==> config.mk <==
export PLATFORM = sky130hd
export DESIGN_NAME = mem_bus_decoder
export DESIGN_NICKNAME = d
export VERILOG_FILES = /design/src/rtl/mem_bus_decoder_pkg.sv /design/src/rtl/mem_bus_decoder.sv
export SDC_FILE = /design/constraint.sdc
export NUM_CORES = 1
export LEC_CHECK = 0
export ABC_AREA = 1
export BUFFER_PORTS_ARGS = -buffer_cell sky130_fd_sc_hd__clkbuf_2
export CAP_MARGIN = 0
export CORE_AREA = 2 2 134 136
export CTS_CLUSTER_SIZE = 10
export DETAILED_ROUTE_END_ITERATION = 8
export DIE_AREA = 0 0 136 138
export PLACE_DENSITY = 0.63
export SETUP_SLACK_MARGIN = 0.2
export SLEW_MARGIN = 20
export SYNTH_ARGS = -nofsm -noshare
export SYNTH_HDL_FRONTEND = slang
export SYNTH_SLANG_ARGS = --single-unit
==> constraint.sdc <==
create_clock -name i_clk -period 2.8 [get_ports i_clk]
set_clock_uncertainty 0.15 [all_clocks]
set_input_delay 0 -clock i_clk [delete_from_list [all_inputs] [get_ports i_clk]]
set_output_delay 0 -clock i_clk [all_outputs]
set_load 0.1 [all_outputs]
==> src/rtl/mem_bus_decoder_pkg.sv <==
// rtl/mem_bus_decoder_pkg.sv - shared types for the core data port bus decoder
//
// Purpose: write-size encoding carried on the master and slave sides of the bus.
package mem_bus_decoder_pkg;

  typedef enum logic [1:0] {
    MEM_W_SIZE_BYTE = 2'd0,
    MEM_W_SIZE_HALF = 2'd1,
    MEM_W_SIZE_WORD = 2'd2
  } mem_w_size_e;

endpackage

==> src/rtl/mem_bus_decoder.sv <==
// rtl/mem_bus_decoder.sv - table-driven single-master to N-slave memory bus decoder
//
// Purpose: steers master requests to one of N_SLAVES slaves by the address region
// field, returns read data on the cycle after a read handshake, answers unmapped
// accesses with an error response, and breaks stalled accesses with a watchdog.
//
// Ports:
//   i_clk, i_rst                      clock, synchronous active-high reset
//   i_m_valid/i_m_w_en/i_m_addr/
//   i_m_w_data/i_m_w_size             master request
//   o_m_ready, o_m_r_data             master handshake and read data
//   o_s_valid[N_SLAVES]               per-slave request
//   o_s_w_en/o_s_addr/o_s_w_data/
//   o_s_w_size                        broadcast request fields (addr region bits zeroed)
//   i_s_ready[N_SLAVES], i_s_r_data   per-slave ready and packed read data
//   o_err                             pulse on an error transfer
//   o_err_sticky/o_err_addr/o_err_kind first captured error (kind 01 unmapped, 10 timeout)
//   i_err_clr                         clear captured error state
module mem_bus_decoder
  import mem_bus_decoder_pkg::*;
#(
  parameter int N_SLAVES       = 4,
  parameter int ADDR_WIDTH     = 32,
  parameter int DATA_WIDTH     = 32,
  parameter int DEC_MSB        = 31,
  parameter int DEC_LSB        = 28,
  parameter logic [DEC_MSB-DEC_LSB:0] SLAVE_REGION [N_SLAVES] = '{4'h1, 4'h8, 4'h9, 4'hA},
  parameter int TIMEOUT_CYCLES = 256,
  parameter logic [DATA_WIDTH-1:0] ERR_RDATA = 32'hDEADBEEF
) (
  input  logic                           i_clk,
  input  logic                           i_rst,
  input  logic                           i_m_valid,
  input  logic                           i_m_w_en,
  input  logic [ADDR_WIDTH-1:0]          i_m_addr,
  input  logic [DATA_WIDTH-1:0]          i_m_w_data,
  input  mem_w_size_e                    i_m_w_size,
  output logic                           o_m_ready,
  output logic [DATA_WIDTH-1:0]          o_m_r_data,
  output logic [N_SLAVES-1:0]            o_s_valid,
  output logic                           o_s_w_en,
  output logic [ADDR_WIDTH-1:0]          o_s_addr,
  output logic [DATA_WIDTH-1:0]          o_s_w_data,
  output mem_w_size_e                    o_s_w_size,
  input  logic [N_SLAVES-1:0]            i_s_ready,
  input  logic [N_SLAVES*DATA_WIDTH-1:0] i_s_r_data,
  output logic                           o_err,
  output logic                           o_err_sticky,
  output logic [ADDR_WIDTH-1:0]          o_err_addr,
  output logic [1:0]                     o_err_kind,
  input  logic                           i_err_clr
);

  localparam int RW = DEC_MSB - DEC_LSB + 1;
  localparam int SW = (N_SLAVES > 1) ? $clog2(N_SLAVES) : 1;
  localparam int CW = $clog2(TIMEOUT_CYCLES);
  localparam logic [CW-1:0] CNT_MAX = CW'(TIMEOUT_CYCLES - 1);

  localparam logic [1:0] KIND_UNMAPPED = 2'b01;
  localparam logic [1:0] KIND_TIMEOUT  = 2'b10;

  logic [RW-1:0] region;
  logic          any_hit;
  logic [SW-1:0] sel;
  logic [CW-1:0] stall_cnt;
  logic          timeout_fire;
  logic          handshake;
  logic          err_now;
  logic [1:0]    err_kind_now;
  logic          r_rd_pend;
  logic [SW-1:0] r_sel;
  logic          r_sel_err;

  assign region = i_m_addr[DEC_MSB:DEC_LSB];

  // Scan from the top down so the lowest matching index is the one left in sel.
  always_comb begin
    any_hit = 1'b0;
    sel     = '0;
    for (int i = N_SLAVES - 1; i >= 0; i--) begin
      if (region == SLAVE_REGION[i]) begin
        any_hit = 1'b1;
        sel     = SW'(i);
      end
    end
  end

  assign timeout_fire = i_m_valid && (stall_cnt == CNT_MAX);

  // Unmapped accesses complete immediately; a fired watchdog forces completion.
  assign o_m_ready    = any_hit ? (i_s_ready[sel] | timeout_fire) : 1'b1;
  assign handshake    = i_m_valid & o_m_ready;
  assign err_now      = i_m_valid & (~any_hit | timeout_fire);
  assign err_kind_now = any_hit ? KIND_TIMEOUT : KIND_UNMAPPED;
  assign o_err        = err_now;

  always_comb begin
    o_s_valid = '0;
    if (i_m_valid && any_hit && !timeout_fire) begin
      o_s_valid[sel] = 1'b1;
    end
  end

  assign o_s_w_en   = i_m_w_en;
  assign o_s_addr   = {{(ADDR_WIDTH - DEC_LSB){1'b0}}, i_m_addr[DEC_LSB-1:0]};
  assign o_s_w_data = i_m_w_data;
  assign o_s_w_size = i_m_w_size;

  always_ff @(posedge i_clk) begin
    if (i_rst) begin
      stall_cnt <= '0;
    end else if (!i_m_valid || handshake) begin
      stall_cnt <= '0;
    end else if (stall_cnt != CNT_MAX) begin
      stall_cnt <= stall_cnt + 1'b1;
    end
  end

  // Steering state moves only on a read handshake, so a new request in the
  // data-return cycle cannot disturb the data being returned.
  always_ff @(posedge i_clk) begin
    if (i_rst) begin
      r_rd_pend <= 1'b0;
      r_sel     <= '0;
      r_sel_err <= 1'b0;
    end else begin
      r_rd_pend <= handshake & ~i_m_w_en;
      if (handshake && !i_m_w_en) begin
        r_sel     <= sel;
        r_sel_err <= ~any_hit | timeout_fire;
      end
    end
  end

  always_comb begin
    o_m_r_data = '0;
    if (r_rd_pend) begin
      o_m_r_data = r_sel_err ? ERR_RDATA
                             : i_s_r_data[int'(r_sel)*DATA_WIDTH +: DATA_WIDTH];
    end
  end

  // A clear in the same cycle as a new error re-arms capture for that error.
  always_ff @(posedge i_clk) begin
    if (i_rst) begin
      o_err_sticky <= 1'b0;
      o_err_addr   <= '0;
      o_err_kind   <= 2'b00;
    end else if (err_now && (!o_err_sticky || i_err_clr)) begin
      o_err_sticky <= 1'b1;
      o_err_addr   <= i_m_addr;
      o_err_kind   <= err_kind_now;
    end else if (i_err_clr) begin
      o_err_sticky <= 1'b0;
      o_err_addr   <= '0;
      o_err_kind   <= 2'b00;
    end
  end

endmodule

After elaboration in Yosys (flattened, before gate mapping)
Cells that the tools add are included.
- bits in writable memories: 0
- logic and storage cells: 61
- latch bits: 0
- register bits: 47
- input port bits: 203
- memories: 0
- memory bits (read-only): 0
- add/subtract/negate cells: 1
- bitwise operators: 7
- reductions and logical operators: 14
- shifts and indexed selects: 1
- muxes and demuxes: 23
- divide/modulo/power cells: 0
- multiply operators: 0
- eq/ne operators: 6
- order comparisons: 2
- operators with widths (operator ; count):
    $mux W32 ; 4
    $shiftx A128 B8 Y32 ; 1
    $mux W2 ; 7
    $eq A4 B4 Y1 const B ; 3
    $mux W1 ; 9
    $add A8 B1 Y8 const B ; 1
    $eq A8 B8 Y1 const B ; 1
    $ne A8 B8 Y1 const B ; 1
    $logic_and A1 B1 Y1 ; 6
    $eq A4 B1 Y1 const B ; 1
    $logic_not A1 Y1 ; 4
    $mux W4 ; 1
    $and A1 B1 Y1 ; 3
    $lt A2 B3 Y1 const B ; 1
    $bmux W1 S2 ; 1
    $demux W1 S2 ; 1
    $ge A2 B1 Y1 const B ; 1
    $logic_or A1 B1 Y1 ; 2
    $not A1 Y1 ; 2
    $or A1 B1 Y1 ; 2
    $reduce_bool A2 Y1 ; 1
    $reduce_or A2 Y1 ; 1

Longest topological paths before layout
Gate-level depths: netlist (run 1).
- word-level depth: 12
- mapped depth: 11
- gate-level depth less buffers: 10

Worst setup path after synthesis (run 1)
OpenSTA, ideal clock, no wires.
- path kind: register to output
- start point: reg stall_cnt[0]
- end point: out o_s_valid[2]
- cell stages (with the launch flop): 9
- arrival: 3.847 ns
- setup slack: -1.197 ns
- buffers on the path: 0
- path through: dfxtp_1 > ha_1 > inv_1 > nor2_4 > nand3_2 > nand2_4 > inv_4 > nand2_1 > nor4_1
- cells in the longest elaborated chain, start to end: 5
- RTL lines (element ; RTL line ; RTL):
    start: declaration ; mem_bus_decoder.sv:65 ; logic [CW-1:0] stall_cnt;
    start signal: assignment ; mem_bus_decoder.sv:115 ; stall_cnt <= stall_cnt + 1'b1;
    $eq A8 B8 Y1 ; mem_bus_decoder.sv:88 ; assign timeout_fire = i_m_valid && (stall_cnt == CNT_MAX);
    $logic_and A1 B1 Y1 ; mem_bus_decoder.sv:88 ;
    $logic_not A1 Y1 ; mem_bus_decoder.sv:99 ; if (i_m_valid && any_hit && !timeout_fire) begin
    $logic_and A1 B1 Y1 ; mem_bus_decoder.sv:99 ;
    $mux W4 ; mem_bus_decoder.sv:99 ;
    end: declaration ; mem_bus_decoder.sv:40 ; output logic [N_SLAVES-1:0] o_s_valid,
No other way between the ends.

Final worst setup path (run 1)
- start point: reg stall_cnt[0]
- end point: reg o_err_addr[26]
- cells in the longest elaborated chain, start to end: 6
- RTL lines (element ; RTL line ; RTL):
    $eq A8 B8 Y1 (*) ; mem_bus_decoder.sv:88 ;
    $logic_and A1 B1 Y1 (*) ; mem_bus_decoder.sv:88 ;
    $or A1 B1 Y1 (*) ; mem_bus_decoder.sv:93 ; assign err_now = i_m_valid & (~any_hit | timeout_fire);
    $and A1 B1 Y1 (*) ; mem_bus_decoder.sv:93 ;
    $logic_and A1 B1 Y1 (*) ; mem_bus_decoder.sv:149 ; end else if (err_now && (!o_err_sticky || i_err_clr)) begin
    $mux W32 / $reduce_bool A2 Y1 (equally long branches) ; n/a ;
    end signal: assignment ; mem_bus_decoder.sv:151 ; o_err_addr <= i_m_addr;
    end: declaration ; mem_bus_decoder.sv:49 ; output logic [ADDR_WIDTH-1:0] o_err_addr,
Mark *: on every way between the ends. The rest lies on a longest branch, timed or not.
A chain may end at the register's enable or synchronous reset.

==> results of run 1 <==
==> kinds of logic (layout without fill, tap and decap cells) <==
kind of cell,after synthesis,in the layout,share of synthesized area
AO/OA/AOI/OAI,140,140,0.2182
flip-flops,47,47,0.2584
adder cells (fa/ha/maj),1,1,0.003436
other,1,6,0.001030
XOR/XNOR,5,5,0.01203
buffers and inverters,148,411,0.2326
AND/OR/NAND/NOR,233,234,0.2742
==> worst max-delay path, delay by kind of cell, from the launching register on <==
kind,cells,cell delay [ns]
and+or+nand+nor,5,0.73
buffers and inverters,3,0.73
DFF,1,0.36
AOI/OAI and AO/OA,1,0.20
adders and majority gates,1,0.19
==> worst max-delay path by stage <==
stage                                        endpoint  depth (start not counted)
final                     o_err_addr[26]$_SDFFE_PP0P_                         10
after global routing      o_err_addr[26]$_SDFFE_PP0P_                         11
after CTS                 o_err_addr[26]$_SDFFE_PP0P_                         11
after detailed placement                        o_err                          8
after global placement                          o_err                          8
after floorplan                          o_s_valid[2]                          8
==> per-stage QoR <==
step                      setup TNS, ns  instances  area, um^2  power [mW]
after global placement                0        982        5207       1.706
after floorplan                -0.08180        578        3700       1.679
after detailed placement              0        982        5207       1.706
after global routing                  0       1071        6200       2.803
after CTS                             0       1070        6186       2.707
final                                 0       1073        6205       2.702
==> synth_stat cells, types with 24 or more instances <==
| master | n |
|---|---|
| sky130_fd_sc_hd__clkbuf_1 | 24 |
| sky130_fd_sc_hd__a21oi_1 | 51 |
| sky130_fd_sc_hd__buf_4 | 70 |
| sky130_fd_sc_hd__o21ai_0 | 62 |
| sky130_fd_sc_hd__nand3_1 | 43 |
| sky130_fd_sc_hd__o221ai_1 | 24 |
| sky130_fd_sc_hd__dfxtp_1 | 47 |
| sky130_fd_sc_hd__nand2_1 | 83 |
| sky130_fd_sc_hd__nor2_1 | 93 |
| sky130_fd_sc_hd__inv_1 | 39 |
==> layer usage <==
| metal | global-route usage | share of wire | routed length, um | up-vias |
|---|---|---|---|---|
| met1 | 0.1873 | 0.40 | 6502 | 2187 |
| li1 | - | - | - | 2360 |
| met3 | 0.03374 | 0.081 | 1316 | 22 |
| met5 | 0 | 0 | 0 | - |
| met2 | 0.2878 | 0.49 | 8077 | 244 |
| met4 | 0.05537 | 0.026 | 431 | 0 |
==> cell type report <==
| cell class | count | area, um^2 | share of cell area |
|---|---|---|---|
| diodes | 2 | 5.005 | 0.0008066 |
| repair buffers | 359 | 2700 | 0.4352 |
| clock buffers | 6 | 138.9 | 0.02238 |
| well taps | 229 | 286.5 | 0.04618 |
| flip-flops and latches | 47 | 942.2 | 0.1518 |
| clock inverters | 2 | 38.79 | 0.006251 |
| inverters | 44 | 170.2 | 0.02742 |
| multi-input cells | 384 | 1923 | 0.3099 |
==> registers in the layout (all words and copies together), names as in the netlist <==
register      flops
stall_cnt         8
o_err_addr       32
r_sel_err         1
o_err_kind        2
r_sel             2
o_err_sticky      1
r_rd_pend         1
==> what timing repair did <==
action | CTS | global route
endpoints found under the hold margin | 72 | 0
resized for setup | 0 | 2
hold buffers | 80 | 0
setup buffers | 0 | 0
setup endpoints to repair | 0 | 10
==> power breakdown <==
group / switching [mW] / internal, mW / total, mW
registers: 0.0154 / 0.697 / 0.712
logic: 0.955 / 0.317 / 1.27
clock network: 0.269 / 0.449 / 0.718
total: 1.24 / 1.46 / 2.70
==> results.toml, run 1 <==
[worst_hold_path]
holdCritPathClass = "in -> reg"
hold_path_startpoint = "i_s_ready[2]"
timing.hold.worst_endpoint = "stall_cnt[4]$_SDFFE_PP0P_"
holdPathStages = 8

[timing]
maxSlewViolCount = 0
final-hold-violation-count = 0
whs_ns = 0.1621
max_slew.worst_pin.slew_ns = 1.018
max-slew-margin-rel = 0.3193
layout_min_cycle_time_ns = 2.430
grt_setup_unrepaired = "no"
setup_slack_ns = 0.3698
final.period_utilization = 0.8679
max_clock_freq_mhz = 411.5
final_setup_fails = 0

[floorplan]
core_area_um2 = 17530
floorplan.die.height_um = 138
chipWidth_um = 136
ios = 343
start_util = 0.2076
die_area_um2 = 18770
placement_rows = 49

[layout]
drive_gt1_frac = 0.3741
nets = 1045
layout_commonest_cell = "sky130_fd_sc_hd__clkbuf_2"
utilization = 0.3539
layout.cells.most_common_list = "sky130_fd_sc_hd__clkbuf_2, sky130_fd_sc_hd__nor2_1, sky130_fd_sc_hd__nand2_1, sky130_fd_sc_hd__dlygate4sd3_1, sky130_fd_sc_hd__o21ai_0"
area.growth.synth_to_final_pct = 70.41
layout.filler_cells = 1866

[power_and_ir_drop]
pwr_density_cell_nw_per_um2 = 435.4
static_leakage_nw = 3.041
irDropWorstVdd_mv = 0.5618

[synthesis]
yosys_warnings = 0
yosys.cell_types.count = 29
synth_area_per_cell_um2 = 6.332
synth_seq_cells = 47
synth_enable_flop_cells = 0
yosysTopAreaCellShare = 0.2584
ys_top_cells_by_area = "sky130_fd_sc_hd__dfxtp_1, sky130_fd_sc_hd__buf_4, sky130_fd_sc_hd__nor2_1"
mappedNetlistArea_um2 = 3641
seq_area_frac_synth = 0.2584
ys_dominant_reg_cell = "sky130_fd_sc_hd__dfxtp_1"
synthDominantAreaCellType = "sky130_fd_sc_hd__dfxtp_1"
async_flop_share = 0
post_synth_inst_count = 575

[clock_tree]
cts_sinks = 47
cts_buffers = 5
cts.clk_slew.worst_paths_ns = 0.07
cts_root_buf = "sky130_fd_sc_hd__clkbuf_16"
cts_htree_levels = 2
cts_buffer_depth = 2
cts_tree = "yes"
insertion_delay_ns = 0.29

[drt]
postRouteWirelength_mm = 16.33
detailedRoute.firstIterationViolations = 190
routedWlPerCell_um = 15.22
viasPerCell = 4.486
post-route-drc-count = 0
dr.pass1.iters = 4
num_vias = 4813
ant_nets = 0

[critical_path]
cells_traversed_along_the_worst_timing_path = "ha_1, inv_1, nor2_4, nand3_2, nand2_4, inv_4, nor2_8, nand3_1, a21oi_1, dlygate4sd3_1"
critical_path_peak_fanout = 15
critPathLaunch = "stall_cnt[0]$_SDFFE_PP0P_"
critical_path.endpoint_type = "flip-flop"
regToRegSetupSlack_ns = 0.37
critical_path.startpoint_type = "flip-flop"
r2r-start = "stall_cnt[0]$_SDFFE_PP0P_"
critical-path-slowest-cell = "sky130_fd_sc_hd__dlygate4sd3_1"
worstPathArrival_ns = 2.52
cp_data_required_time_ns = 2.89
crit_type = "reg -> reg"
critical_path.max_stage_delay_ns = 0.57
worst_r2r_path_depth = 10
regToRegEndpoint = "o_err_addr[26]$_SDFFE_PP0P_"

[job]
maxCapViolCount = 0

[place]
detailed_placer_s_ending_hpwl_mm = 11.51
port_buffers = 270
detailedPlace.worstSlack_ns = 0.7775
place.gp.congestion = 0.7974

[global_routing]
grt_pass1_vias = 4679
grt_max_degree = 63
grt_antenna_before_repair = 2
global_route.overflow_total = 0
grt_first_pass_wirelength_mm = 24.02
globalRouteTotalUtil = 0.1607

[status]
status = "finished clean"
Power figures use the tool's default switching activity.
==> run 2: changes to the inputs <==
--- a/config.mk
+++ b/config.mk
@@ -12,6 +12,8 @@
 export CTS_CLUSTER_SIZE = 10
 export DETAILED_ROUTE_END_ITERATION = 8
 export DIE_AREA = 0 0 136 138
+export HOLD_SLACK_MARGIN = 0.02
+export MAX_ROUTING_LAYER = met4
 export PLACE_DENSITY = 0.63
 export SETUP_SLACK_MARGIN = 0.2
 export SLEW_MARGIN = 20
==> run 2 against run 1 <==
  * Fmax about the same
  * Utilization barely moved
  * Global-route usage rose by 0.52 points
  * Sequential share of layout area about the same
  * Critical path type unchanged
  * Critical endpoint unchanged
  * Largest power group unchanged
  * Highest routed layer unchanged
==> results.toml, run 2 (same netlist as run 1, synthesis figures left out) <==
[layout]
top_register = "o_err_addr"
biggestRegsByFlops = "o_err_addr (32), stall_cnt (8)"
layout.filler_cells = 1867
largest_reg_flops = 32
finalInstanceArea_um2 = 6207
area.growth.synth_to_final_pct = 70.48
layout_commonest_cell = "sky130_fd_sc_hd__clkbuf_2"
nets = 1045
drive_gt1_frac = 0.3741
layout.cells.most_common_list = "sky130_fd_sc_hd__clkbuf_2, sky130_fd_sc_hd__nor2_1, sky130_fd_sc_hd__nand2_1, sky130_fd_sc_hd__dlygate4sd3_1, sky130_fd_sc_hd__o21ai_0"

[critical_path]
crit_type = "reg -> reg"
critical_path.endpoint_type = "flip-flop"
cells_traversed_along_the_worst_timing_path = "ha_1, inv_1, nor2_4, nand3_2, nand2_4, inv_4, nor2_8, nand3_1, a21oi_1, dlygate4sd3_1"
worstPathArrival_ns = 2.51
critical_path.max_stage_delay_ns = 0.57
critical_path_peak_fanout = 15
worst_r2r_path_depth = 10
cp_data_required_time_ns = 2.89
critical-path-slowest-cell = "sky130_fd_sc_hd__dlygate4sd3_1"
critical_path.startpoint_type = "flip-flop"

[global_routing]
globalRouteTotalUtil = 0.1659
grt.met2_usage = 0.2854
grt_busiest_layer = "met2"
grt_first_pass_wirelength_mm = 24.03
met3_usage = 0.02714
grt_pass1_vias = 4668
grt_antenna_before_repair = 2
global_route.overflow_total = 0
grt_max_degree = 63
grt_use_met1 = 0.1947

[power_and_ir_drop]
switching_share = 0.4586
static_leakage_nw = 3.041
total_switching_power_mw = 1.239
power_mw = 2.702
clock_power_share = 0.265
intPower_mw = 1.463
part_of_the_power_in_registers = 0.264
pwr_density_cell_nw_per_um2 = 435.2
p_comb_frac = 0.471
irDropWorstVdd_mv = 0.5599

[drt]
post-route-drc-count = 0
ant_nets = 0
viasPerCell = 4.499
postRouteWirelength_mm = 16.32
routedWlPerCell_um = 15.20
dr.pass1.iters = 4
detailedRoute.firstIterationViolations = 200
num_vias = 4832

[worst_hold_path]
holdCritPathClass = "in -> reg"
holdPathStages = 8

[floorplan]
core_area_um2 = 17530
die_area_um2 = 18770
chipWidth_um = 136
floorplan.die.height_um = 138
ios = 343
placement_rows = 49
start_util = 0.2076

[timing]
grt_setup_unrepaired = "no"
final.period_utilization = 0.8672
layout_min_cycle_time_ns = 2.428
final-hold-violation-count = 0
maxSlewViolCount = 0
final_setup_fails = 0
max_slew.worst_pin.slew_ns = 1.018
max_clock_freq_mhz = 411.8
max-slew-margin-rel = 0.3191

[clock_tree]
post-cts-setup-buffer-count = 0
cts_htree_levels = 2
cts_buffer_depth = 2
cts.clk_slew.worst_paths_ns = 0.07
cts_tree = "yes"
cts_buffers = 5
insertion_delay_ns = 0.29
cts_sinks = 47
cts_root_buf = "sky130_fd_sc_hd__clkbuf_16"

[job]
maxCapViolCount = 0

[place]
place.gp.congestion = 0.8088
place_area_um2 = 5207
detailed_placer_s_ending_hpwl_mm = 11.51
port_buffers = 270

[status]
status = "finished clean"
## run 2: changes by cell type in the layout (fill, tap and decap cells not counted), sizes merged
| cell | previous run | this run |
|---|---|---|
| diode | 2 | 3 |
## run 2: through the flow
stage	hold slack, ns	setup TNS, ns	instances	setup WS [ns]	utilization
2_1_floorplan	0.009400	-0.08180	578	-0.04090	-
3_3_place_gp	-0.1493	0	982	0.7781	0.2970
3_5_place_dp	-0.1493	0	982	0.7775	0.2970
4_1_cts	0.1641	0	1070	0.3292	0.3528
5_1_grt	0.2208	0	1073	0.2253	0.3539
6_report	0.1531	0	1074	0.3719	0.3540
## run 2: final cells by class
cell class                 instances  area [um^2]  area share
timing repair buffer             359         2700      0.4350
multi-input combinational        384         1923      0.3098
sequential                        47        942.2      0.1518
tap                              229        286.5     0.04616
inverter                          44        170.2     0.02741
clock buffer                       6        138.9     0.02237
clock inverter                     2        38.79    0.006249
antenna                            3        7.507    0.001209
## run 2: worst paths after layout
path	from	endpoint	slack, ns
min	i_s_ready[2]	stall_cnt[4]$_SDFFE_PP0P_	0.15
max reg2reg	stall_cnt[0]$_SDFFE_PP0P_	o_err_addr[26]$_SDFFE_PP0P_	0.37
min reg2reg	o_err_addr[19]$_SDFFE_PP0P_	o_err_addr[19]$_SDFFE_PP0P_	0.31
max	stall_cnt[0]$_SDFFE_PP0P_	o_err_addr[26]$_SDFFE_PP0P_	0.37
## run 2: what timing repair did
item                                    4_1_cts  5_1_grt
hold endpoints to repair                     73        0
resized for setup                             0        2
endpoints found under the setup margin        0       10
hold buffers                                 80        0
## run 2: layer usage
| layer | up-vias | share of wire |
|---|---|---|
| li1 | 2362 | - |
| met1 | 2195 | 0.41 |
| met2 | 253 | 0.49 |
| met3 | 22 | 0.073 |
| met4 | 0 | 0.026 |
| met5 | - | 0 |
## run 2: critical path, delay by kind of cell (launching register included)
kind / cells / cell delay, ns
buffers and inverters: 3 / 0.73
AND/OR/NAND/NOR: 5 / 0.73
flip-flops: 1 / 0.36
adder cells (fa/ha/maj): 1 / 0.19
AO/OA/AOI/OAI: 1 / 0.20
## run 2: power groups by stage
stage               logic [mW]  clock network (mW)  registers [mW]
floorplan                0.768                   0           0.911
global placement         0.980                   0           0.726
detailed placement       0.980                   0           0.727
CTS                       1.26               0.730           0.712
global route              1.32               0.765           0.715
finish                    1.27               0.717           0.712
